$ cat src/rtl/conv_frame_sequencer.sv
// conv_frame_sequencer: walks a 3x3 (KERNEL) sliding window over an image
// frame, one column of taps at a time, feeding conv_controller.
// Upstream pixels arrive on a valid/ready handshake; conv_controller's
// modwait throttles acceptance combinationally.
// Optional feature: define CONV_FRAME_SEQUENCER_ABORT_EN to add an abort input
// that drops an in-flight frame back to IDLE without a frame_done pulse.
module conv_frame_sequencer #(
  parameter int IMG_WIDTH  = 8,
  parameter int IMG_HEIGHT = 8,
  parameter int KERNEL     = 3,
  localparam int CW = (IMG_WIDTH  > 1) ? $clog2(IMG_WIDTH)  : 1,
  localparam int RW = (IMG_HEIGHT > 1) ? $clog2(IMG_HEIGHT) : 1
) (
  input  logic          clk,
  input  logic          n_rst,
  input  logic          frame_start,
  input  logic          pixel_valid,
  output logic          pixel_ready,
  input  logic          modwait,
  output logic          sample_load_en,
  output logic          new_row,
  output logic [CW-1:0] col_idx,
  output logic [RW-1:0] row_idx,
  output logic          busy,
  output logic          frame_done,
  output logic          overrun_err
`ifdef CONV_FRAME_SEQUENCER_ABORT_EN
  ,
  input  logic          abort
`endif
);

  localparam int OUT_ROWS = IMG_HEIGHT - KERNEL + 1;
  localparam int TW       = (KERNEL > 1) ? $clog2(KERNEL) : 1;

  typedef enum logic [1:0] {IDLE, STREAM, DRAIN, DONE} state_t;

  state_t        state_q, state_d;
  logic [TW-1:0] tap_q, tap_d;
  logic [CW-1:0] col_q, col_d;
  logic [RW-1:0] row_q, row_d;
  logic          ovr_q, ovr_d;
  logic          abort_w;
  logic          xfer;
  logic          last_tap, last_col, last_row;

`ifdef CONV_FRAME_SEQUENCER_ABORT_EN
  assign abort_w = abort;
`else
  assign abort_w = 1'b0;
`endif

  assign last_tap = (tap_q == TW'(KERNEL - 1));
  assign last_col = (col_q == CW'(IMG_WIDTH - 1));
  assign last_row = (row_q == RW'(OUT_ROWS - 1));

  assign col_idx     = col_q;
  assign row_idx     = row_q;
  assign overrun_err = ovr_q;

  // State, position counters and sticky overrun flag.
  always_ff @(posedge clk or negedge n_rst) begin
    if (!n_rst) begin
      state_q <= IDLE;
      tap_q   <= '0;
      col_q   <= '0;
      row_q   <= '0;
      ovr_q   <= 1'b0;
    end else begin
      state_q <= state_d;
      tap_q   <= tap_d;
      col_q   <= col_d;
      row_q   <= row_d;
      ovr_q   <= ovr_d;
    end
  end

  // Next-state, counter advance and handshake outputs.
  always_comb begin
    state_d        = state_q;
    tap_d          = tap_q;
    col_d          = col_q;
    row_d          = row_q;
    ovr_d          = ovr_q;
    pixel_ready    = 1'b0;
    sample_load_en = 1'b0;
    new_row        = 1'b0;
    frame_done     = 1'b0;
    xfer           = 1'b0;
    busy           = (state_q != IDLE);

    case (state_q)
      IDLE: begin
        if (frame_start) begin
          state_d = STREAM;
          tap_d   = '0;
          col_d   = '0;
          row_d   = '0;
          ovr_d   = 1'b0;
        end
      end
      STREAM: begin
        // modwait gates acceptance in the same cycle it rises.
        pixel_ready    = !modwait;
        xfer           = pixel_valid && !modwait;
        sample_load_en = xfer;
        new_row        = xfer && (tap_q == '0) && (col_q == '0) && (row_q != '0);
        if (abort_w) begin
          // The handshake still completes, but the frame is dropped.
          state_d = IDLE;
          tap_d   = '0;
          col_d   = '0;
          row_d   = '0;
        end else if (xfer) begin
          if (last_tap && last_col && last_row) begin
            state_d = DRAIN;
            tap_d   = '0;
            col_d   = '0;
            row_d   = '0;
          end else if (last_tap) begin
            tap_d = '0;
            if (last_col) begin
              col_d = '0;
              row_d = row_q + 1'b1;
            end else begin
              col_d = col_q + 1'b1;
            end
          end else begin
            tap_d = tap_q + 1'b1;
          end
        end
      end
      DRAIN: begin
        // Wait for conv_controller to finish the last column.
        if (abort_w)       state_d = IDLE;
        else if (!modwait) state_d = DONE;
      end
      DONE: begin
        frame_done = 1'b1;
        state_d    = IDLE;
      end
      default: state_d = IDLE;
    endcase

    // A start request while a frame is in flight is dropped and flagged.
    if (frame_start && (state_q != IDLE)) ovr_d = 1'b1;
  end

endmodule

$ cat config.mk
export PLATFORM = sky130hd
export DESIGN_NAME = conv_frame_sequencer
export DESIGN_NICKNAME = d
export VERILOG_FILES = /design/src/rtl/conv_frame_sequencer.sv
export SDC_FILE = /design/constraint.sdc
export NUM_CORES = 1
export LEC_CHECK = 0
export BUFFER_PORTS_ARGS = -buffer_cell sky130_fd_sc_hd__buf_2
export CAP_MARGIN = 20
export CELL_PAD_IN_SITES_DETAIL_PLACEMENT = 2
export CELL_PAD_IN_SITES_GLOBAL_PLACEMENT = 2
export CORE_MARGIN = 8
export CORE_UTILIZATION = 35
export CTS_BUF_LIST = sky130_fd_sc_hd__clkbuf_8
export CTS_CLUSTER_DIAMETER = 200
export DETAILED_ROUTE_END_ITERATION = 8
export PLACE_DENSITY_LB_ADDON = 0.15
export SLEW_MARGIN = 10
export SYNTH_ARGS = -nofsm -noshare
export SYNTH_HDL_FRONTEND = slang
export SYNTH_SLANG_ARGS = --single-unit
$ cat constraint.sdc
create_clock -name clk -period 3.1 [get_ports clk]
set_clock_uncertainty 0.1 [all_clocks]
set_input_delay 0.465 -clock clk [delete_from_list [all_inputs] [get_ports clk]]
set_output_delay 0.465 -clock clk [all_outputs]
set_load 0.01 [all_outputs]
==> impl_metrics.json, run 1 <==
{
  "switching_share_pct": 44.0,
  "wl_per_cell_microns": 16.5,
  "slew_headroom_pct": 76.4,
  "power.share.clock_pct": 17.2,
  "cts-root-buf": "clkbuf_8",
  "setup_tns_ns": 0,
  "wirelength_microns": 2120,
  "insertion_delay_ns": 0.24,
  "pre_cts_slack_ns": 0.641,
  "synth.distinct_cells": 24,
  "finalNetCount": 117,
  "row_count": 16,
  "syn_area_sq_um": 733,
  "overflow": 0,
  "rr_startpoint": "state_q[1]",
  "fill_cells": 235,
  "cp_max_fo": 4,
  "pwr-share-comb_pct": 53.5,
  "setup_slack_ns": 0.379,
  "htreeDepth": 1,
  "coreArea_sq_um": 1960,
  "path_class": "flip-flop to output pin",
  "rrSetupSlack_ns": 0.92,
  "min_period_ns": 2.72,
  "cp_num_buf_inv": 3,
  "instances_no_fill": 128,
  "hold_path.startpoint": "frame_start",
  "postRouteAntennaNets": 0,
  "drt_first_pass_iters": 2,
  "grt_pass1_wl_microns": 3590,
  "rr_worst_depth": 7,
  "gp_congestion": 0.685,
  "synth_area_per_cell_sq_um": 9.17,
  "drtIter0Drc": 6,
  "die_w_microns": 61.8,
  "power_w": 0.000858,
  "timing.fmax_mhz": 368,
  "maxCapViolCount": 0,
  "synth_seq_area_share_pct": 37.5,
  "cp.required_ns": 2.53,
  "critPathLaunchType": "flip-flop",
  "seqPwrFrac_pct": 29.2,
  "path_delay_family": "simple AND/OR/NAND/NOR gates",
  "drc": 0,
  "worstMarginPinSlew_ns": 0.354,
  "pin_count": 17,
  "endpoint_kind": "output pin",
  "cpMaxStageDelayCell": "or4b_1",
  "clock_sinks": 11,
  "dp_hpwl_microns": 1510,
  "drive_above_1_share_pct": 26.7,
  "crit_chain": "inv_1 > ha_1 > inv_2 > or3_1 > or4b_1 > a21oi_1 > buf_2",
  "intPower_w": 0.000480,
  "placed_cells": 123,
  "portBuffers": 16,
  "final_max_slew_viol_count": 0,
  "start_util_pct": 37.4,
  "antenna_found_initial": 0,
  "hold_class": "input port to flip-flop",
  "setup-violations-final": 0,
  "finalHoldViolCount": 0,
  "rsz0062_at_grt": "no",
  "dieArea_sq_um": 3820,
  "ys_seq_elements": 11,
  "whs_path_depth": 2,
  "synthCells": 80,
  "grt_max_degree": 14,
  "cts_tree": "yes",
  "num_vias": 661,
  "syn_nets": 95,
  "power.net_switching_w": 0.000378,
  "clk_path_buf_depth": 2,
  "clkTransAtPathRegs_ns": 0.05,
  "power_leakage_nw": 0.467,
  "post-cts-setup-buffers": 0,
  "yosys_warnings": 0,
  "diodes": 0,
  "outcome": "finished clean",
  "cpPeakStageDelay_ns": 0.51,
  "p_per_area_nw_per_um2": 943,
  "vias_per_cell": 5.16,
  "areaGrowthSynthToFinish_pct": 24.1,
  "finalCritPeriodShare_pct": 87.8,
  "first_global_vias": 769,
  "cts_made_buffers": 3,
  "die-height_microns": 61.8,
  "regArea_sq_um": 275,
  "cp_data_arrival_time_ns": 2.16,
  "vdd_drop_max_uv": 354,
  "multi_input_area_sq_um": 409,
  "track_usage_pct": 13.0,
  "worstReg2RegEnd": "row_idx[0]",
  "min_to": "overrun_err"
}
[registers in the layout, summed over array words and instances, names as in the netlist]
signal / flops
col_idx: 3
row_idx: 3
state_q: 2
tap_q: 2
overrun_err: 1
[worst register-to-register path, delay by kind of cell (launching register included)]
| kind | cells | cell delay (ns) |
|---|---|---|
| compound gates | 2 | 0.63 |
| fa+ha+maj | 1 | 0.19 |
| buf+inv | 2 | 0.30 |
| flops | 1 | 0.41 |
| mux | 1 | 0.37 |
| simple gates | 1 | 0.07 |
[worst max path at each step]
stage / start / end / slack (ns) / depth (start not counted)
2_1_floorplan: state_q[1] / new_row / 0.73 / 6
3_3_place_gp: state_q[1] / new_row / 0.69 / 7
3_5_place_dp: state_q[1] / new_row / 0.64 / 7
4_1_cts: state_q[1] / new_row / 0.36 / 7
5_1_grt: state_q[1] / new_row / 0.24 / 7
6_report: state_q[1] / new_row / 0.38 / 7
[Yosys cell counts (all sizes together)]
cell	number	area, sq um
o311ai	1	8.76
a22o	1	8.76
nand3b	2	15.0
a21o	1	7.51
a22oi	1	7.51
nand2b	2	12.5
a211oi	1	7.51
a21oi	5	25.0
inv	11	41.3
a211o	1	8.76
nor2	6	22.5
clkbuf	2	7.51
dfrtp	11	275
nand2	8	30.0
o21bai	1	7.51
ha	10	125
nor2b	1	6.26
or4	1	7.51
o21ai	5	25.0
or3	2	12.5
mux2	5	56.3
or4b	1	10.0
nand3	1	5.00
[final cells by class]
cell class / instances / share of cell area (%)
well taps: 27 / 3.71
flip-flops and latches: 11 / 30.3
inverters: 11 / 4.54
clock buffers: 3 / 4.54
clock inverters: 1 / 0.413
repair buffers: 19 / 11.6
multi-input cells: 56 / 45.0
[what timing repair did]
item,4_1_cts,5_1_grt
hold buffers,1,0
hold endpoints to repair,10,0
resized for setup,0,0
[power by group through the flow]
stage          registers (W)  clock network [W]  logic (W)
6_report            0.000251           0.000148   0.000459
5_1_grt             0.000262           0.000157   0.000524
4_1_cts             0.000253           0.000152   0.000470
3_5_place_dp        0.000253                  0   0.000459
3_3_place_gp        0.000247                  0   0.000439
2_1_floorplan       0.000253                  0   0.000299
[stage by stage]
step	area, sq um	util, %	hold slack (ns)
after floorplan	733	-	0.0694
after global placement	855	43.6	0.251
after detailed placement	855	43.6	0.262
after CTS	910	46.4	0.387
after global routing	910	46.4	0.395
final	910	46.4	0.386
[layout by cell type, fill, tap and decap left out]
master         count
a211o_1            1
a211oi_1           1
a21o_1             1
a21oi_1            5
a22o_1             1
a22oi_1            1
buf_2             16
buf_4              2
clkbuf_8           3
dfrtp_1           11
dlygate4sd3_1      1
ha_1              10
inv_1             11
inv_2              1
mux2_2             5
nand2_1            8
nand2b_1           2
nand3_1            1
nand3b_1           2
nor2_1             6
nor2b_1            1
o21ai_0            5
o21bai_1           1
o311ai_0           1
or3_1              2
or4_1              1
or4b_1             1
[logic make-up after synthesis]
| family | count (synthesis) | share of synthesized area, % |
|---|---|---|
| flops | 11 | 37.5 |
| buf+inv | 13 | 6.66 |
| fa+ha+maj | 10 | 17.1 |
| mux | 5 | 7.68 |
| simple gates | 24 | 16.6 |
| compound gates | 17 | 14.5 |
[metal layers]
metal	GRT usage [%]	up-vias	routed length (microns)
met5	0	-	0
met4	5.84	0	25
met3	3.91	4	130
met2	23.8	15	1150
met1	13.2	331	806
li1	-	311	-
Note: power is estimated with default switching activity, not from simulation.
==> inputs of run 2 (changes only) <==
- ABC_AREA: not set -> 1
- CORE_UTILIZATION: 35 -> 33
==> impl_metrics.json, run 2 <==
{
  "maxCapViolCount": 0,
  "rr_worst_depth": 7,
  "cts-root-buf": "clkbuf_8",
  "portBuffers": 16,
  "row_count": 17,
  "synthCells": 96,
  "rr_startpoint": "state_q[1]",
  "synth_area_per_cell_sq_um": 7.85,
  "power_leakage_nw": 0.497,
  "htreeDepth": 1,
  "insertion_delay_ns": 0.24,
  "final_util_pct": 41.6,
  "overflow": 0,
  "cpMaxStageDelayCell": "ha_1",
  "cpPeakStageDelay_ns": 0.48,
  "synth-edff-count": 0,
  "synth_commonest_cells": "23 x nand2_1, 14 x inv_1, 11 x dfrtp_1",
  "drc": 0,
  "timing.fmax_mhz": 428,
  "startpoint": "state_q[1]",
  "die-height_microns": 63.8,
  "finalCritPeriodShare_pct": 75.4,
  "outcome": "finished clean",
  "pre_cts_slack_ns": 0.990,
  "whs_path_depth": 2,
  "gp_congestion": 0.699,
  "start_util_pct": 34.4,
  "vdd_drop_max_uv": 397,
  "cp.required_ns": 2.53,
  "crit_chain": "inv_1 > ha_1 > nand2_1 > nor4_1 > buf_2",
  "min_period_ns": 2.34,
  "worstReg2RegEnd": "col_idx[2]",
  "num_vias": 711,
  "pin_count": 17,
  "cp_num_buf_inv": 2,
  "holdWs_ns": 0.333,
  "vias_per_cell": 4.94,
  "rrSetupSlack_ns": 1.31,
  "synthTopCellsByArea": "dfrtp_1 37%, ha_1 17%, nand2_1 11%",
  "final_cell_mix": "23 x nand2_1, 16 x buf_2, 15 x inv_1, 11 x dfrtp_1",
  "setup-violations-final": 0,
  "final_area_sq_um": 912,
  "hold_path.startpoint": "frame_start",
  "yosys_warnings": 0,
  "finalNetCount": 132,
  "mostFrequentLayoutCell": "nand2_1",
  "drtIter0Drc": 19,
  "dieArea_sq_um": 4070,
  "final_max_slew_viol_count": 0,
  "post_cts_resized": 0,
  "min_to": "overrun_err",
  "setup_slack_ns": 0.763,
  "wirelength_microns": 2040,
  "setup_tns_ns": 0,
  "syn_nets": 111,
  "synth.distinct_cells": 17,
  "synth_top_area_share_pct": 36.5,
  "worstMarginPinSlew_ns": 0.519,
  "areaGrowthSynthToFinish_pct": 21.1,
  "yosys_most_used_dff": "dfrtp_1",
  "syn_area_sq_um": 753,
  "rsz0062_at_grt": "no",
  "cp_data_arrival_time_ns": 1.77,
  "die_w_microns": 63.8,
  "hold_class": "input port to flip-flop",
  "clkTransAtPathRegs_ns": 0.05,
  "dp_hpwl_microns": 1620,
  "ys_seq_elements": 11,
  "grt_pass1_wl_microns": 3420,
  "synth_seq_area_share_pct": 36.5,
  "yosys.area.top_type": "dfrtp_1",
  "antenna_found_initial": 0,
  "cts_made_buffers": 3,
  "finalHoldViolCount": 0,
  "endpoint_kind": "output pin",
  "async_flop_share_pct": 100,
  "path_delay_family": "adder cells",
  "synth_most_common_cell": "nand2_1",
  "critPathLaunchType": "flip-flop",
  "postRouteAntennaNets": 0,
  "cp_max_fo": 15,
  "drive_above_1_share_pct": 21.6,
  "clock_sinks": 11,
  "grt_max_degree": 16,
  "slew_headroom_pct": 65.4,
  "dpl_cell_area_sq_um": 857,
  "path_class": "flip-flop to output pin",
  "drt_first_pass_iters": 3,
  "diodes": 0,
  "cts_tree": "yes",
  "track_usage_pct": 10.5,
  "clk_path_buf_depth": 2,
  "wl_per_cell_microns": 14.1,
  "p_per_area_nw_per_um2": 898,
  "coreArea_sq_um": 2190,
  "first_global_vias": 814
}
run 2: cell types whose count changed after synthesis, sizes merged, moves of 2 or more:
| cell | delta |
|---|---|
| a21oi | -4 |
| clkbuf | -2 |
| inv | +3 |
| mux2 | -5 |
| nand2 | +15 |
| nand2b | -2 |
| nand3 | +11 |
| nand3b | -2 |
| nor2 | +4 |
| o21ai | +5 |
| or3 | -2 |
run 2: repair_timing:
item / in CTS / in global routing
endpoints found under the hold margin: 5 / 0
hold buffers: 1 / 0
endpoints found under the setup margin: 0 / 0
buffers inserted: 0 / 0
run 2: metal layers:
layer	vias up	GRT usage, %	routed length (microns)
met3	4	3.48	89
li1	345	-	-
met4	0	5.01	28
met2	13	18.4	1010
met5	-	0	0
met1	349	11.2	910
run 2: cell families (layout without fill, tap and decap cells):
| family | Yosys count | in the layout | synth area share [%] |
|---|---|---|---|
| xor gates and xnor gates | 1 | 1 | 1.16 |
| adders and majority gates | 10 | 10 | 16.6 |
| DFF | 11 | 11 | 36.5 |
| AOI/OAI and AO/OA | 11 | 11 | 7.31 |
| buffers and inverters | 15 | 35 | 8.47 |
| and+or+nand+nor | 48 | 48 | 29.9 |
run 2: area by class of cell:
class | instances | area (sq um)
Clock inverter | 1 | 3.75
Tap cell | 28 | 35.0
Clock buffer | 3 | 41.3
Multi-Input combinational cell | 70 | 414
Sequential cell | 11 | 275
Timing Repair Buffer | 17 | 90.1
Inverter | 14 | 52.6
Fill cell | 276 | 1280
run 2: through the flow:
step,instances,power [W]
after floorplan,96,0.000562
after global placement,139,0.000669
after detailed placement,139,0.000688
after CTS,144,0.000841
after global routing,144,0.000895
final,144,0.000819
run 2: worst max path at each step:
stage	cells after the start	end	slack, ns
after floorplan	5	new_row	1.20
after global placement	5	new_row	1.06
after detailed placement	5	new_row	0.99
after CTS	5	new_row	0.72
after global routing	5	new_row	0.59
final	5	new_row	0.76
run 2: power breakdown:
group / internal [W] / switching (W)
Sequential: 0.000189 / 0.0000442
Combinational: 0.000156 / 0.000288
Clock: 0.0000871 / 0.0000556
Total: 0.000432 / 0.000388
==> inputs of run 3 (changes only) <==
- CORE_UTILIZATION: 33 -> 28
- clock period: 3.1 -> 2.1 ns (I/O delays scaled with it)
==> impl_metrics.json, run 3 (synthesis results as in run 2) <==
{
  "finalCritPeriodShare_pct": 88.9,
  "insertion_delay_ns": 0.24,
  "finalHoldViolCount": 0,
  "hold_class": "input port to flip-flop",
  "wirelength_microns": 2050,
  "cp_max_fo": 4,
  "cts_made_buffers": 3,
  "seqPwrFrac_pct": 27.9,
  "setup-violations-final": 0,
  "cp.required_ns": 1.68,
  "fill_cells": 342,
  "coreArea_sq_um": 2660,
  "cts_hold_buffers": 1,
  "antenna_found_initial": 0,
  "start_util_pct": 28.3,
  "die_w_microns": 67.9,
  "min_period_ns": 1.87,
  "postRouteAntennaNets": 0,
  "maxCapViolCount": 0,
  "intPower_w": 0.000659,
  "final_max_slew_viol_count": 0,
  "critPathLaunchType": "flip-flop",
  "vdd_drop_max_uv": 495,
  "power.net_switching_w": 0.000582,
  "p_per_area_nw_per_um2": 1330,
  "endpoint_kind": "output pin",
  "drc": 0,
  "final_cell_mix": "23 x nand2_1, 16 x buf_2, 15 x inv_1, 11 x dfrtp_1",
  "rsz0062_at_grt": "no",
  "gp_congestion": 0.785,
  "slew_headroom_pct": 81.2,
  "power_w": 0.00124,
  "clk_path_buf_depth": 2,
  "switching_share_pct": 46.9,
  "cts-root-buf": "clkbuf_8",
  "drive_above_1_share_pct": 22.9,
  "mostFrequentLayoutCell": "nand2_1",
  "overflow": 0,
  "path_class": "flip-flop to output pin",
  "grt_max_degree": 12,
  "power_leakage_nw": 0.507,
  "setup_tns_ns": 0,
  "cp_data_arrival_time_ns": 1.45,
  "row_count": 19,
  "post_cts_resized": 0,
  "pwr-share-comb_pct": 55.3,
  "first_global_vias": 779,
  "num_vias": 701,
  "wl_per_cell_microns": 13.8,
  "dieArea_sq_um": 4610,
  "portBuffers": 16,
  "drtIter0Drc": 9,
  "cts_tree": "yes",
  "power.share.clock_pct": 16.8,
  "clock_sinks": 11,
  "worstMarginPinSlew_ns": 0.281,
  "clkTransAtPathRegs_ns": 0.05,
  "drt_first_pass_iters": 4,
  "pin_count": 17,
  "grt_pass1_wl_microns": 3510,
  "post-cts-setup-buffers": 0,
  "outcome": "finished clean",
  "htreeDepth": 1,
  "areaGrowthSynthToFinish_pct": 23.6,
  "timing.fmax_mhz": 535,
  "diodes": 0,
  "finalNetCount": 134,
  "die-height_microns": 67.9,
  "dp_hpwl_microns": 1650,
  "vias_per_cell": 4.70,
  "track_usage_pct": 10.0
}
-- run 3: metrics by stage --
step / utilization (%) / hold slack [ns] / cell area (sq um) / setup WS (ns) / std cells
finish: 35.0 / 0.195 / 931 / 0.232 / 149
global route: 35.0 / 0.217 / 931 / 0.0854 / 149
CTS: 35.0 / 0.193 / 931 / 0.220 / 149
detailed placement: 32.9 / 0.109 / 876 / 0.403 / 144
global placement: 32.9 / 0.110 / 876 / 0.478 / 144
floorplan: - / -0.0806 / 753 / 0.347 / 96
-- run 3: final timing paths --
kind | startpoint | end | slack (ns) | cells after the start
worst min-delay path | frame_start | overrun_err | 0.20 | 2
worst min register to register | state_q[1] | state_q[1] | 0.43 | 2
worst max register to register | state_q[1] | state_q[0] | 0.41 | 9
min in group asynchronous | n_rst | row_idx[0] | 0.39 | 2
max in group asynchronous | n_rst | tap_q[0] | 1.29 | 2
worst max-delay path | state_q[1] | new_row | 0.23 | 5
-- run 3: critical path: stages (launching register included) --
cell     delay, ns
dfrtp_1       0.41
inv_1         0.10
ha_1          0.20
nand2_1       0.07
nor4_1        0.26
buf_2         0.18
-- run 3: cell type report --
class / instances / area [sq um] / share of cell area, %
clock inverters: 1 / 3.75 / 0.403
flip-flops and latches: 11 / 275 / 29.6
multi-input cells: 70 / 414 / 44.5
well taps: 31 / 38.8 / 4.17
inverters: 14 / 52.6 / 5.65
repair buffers: 19 / 105 / 11.3
clock buffers: 3 / 41.3 / 4.44
-- run 3: metal layers --
metal  vias to the layer above  wire [microns]  global-route usage, %
li1                        348               -                      -
met5                         -               0                      0
met1                       338             979                   12.0
met4                         0              13                   3.84
met3                         2              95                   2.13
met2                        13             960                   17.2
-- run 3: power by group through the flow --
stage | Sequential [W] | Combinational [W] | Clock [W]
2_1_floorplan | 0.000348 | 0.000481 | 0
3_3_place_gp | 0.000346 | 0.000678 | 0
3_5_place_dp | 0.000351 | 0.000699 | 0
4_1_cts | 0.000348 | 0.000709 | 0.000217
5_1_grt | 0.000356 | 0.000789 | 0.000228
6_report | 0.000346 | 0.000686 | 0.000209
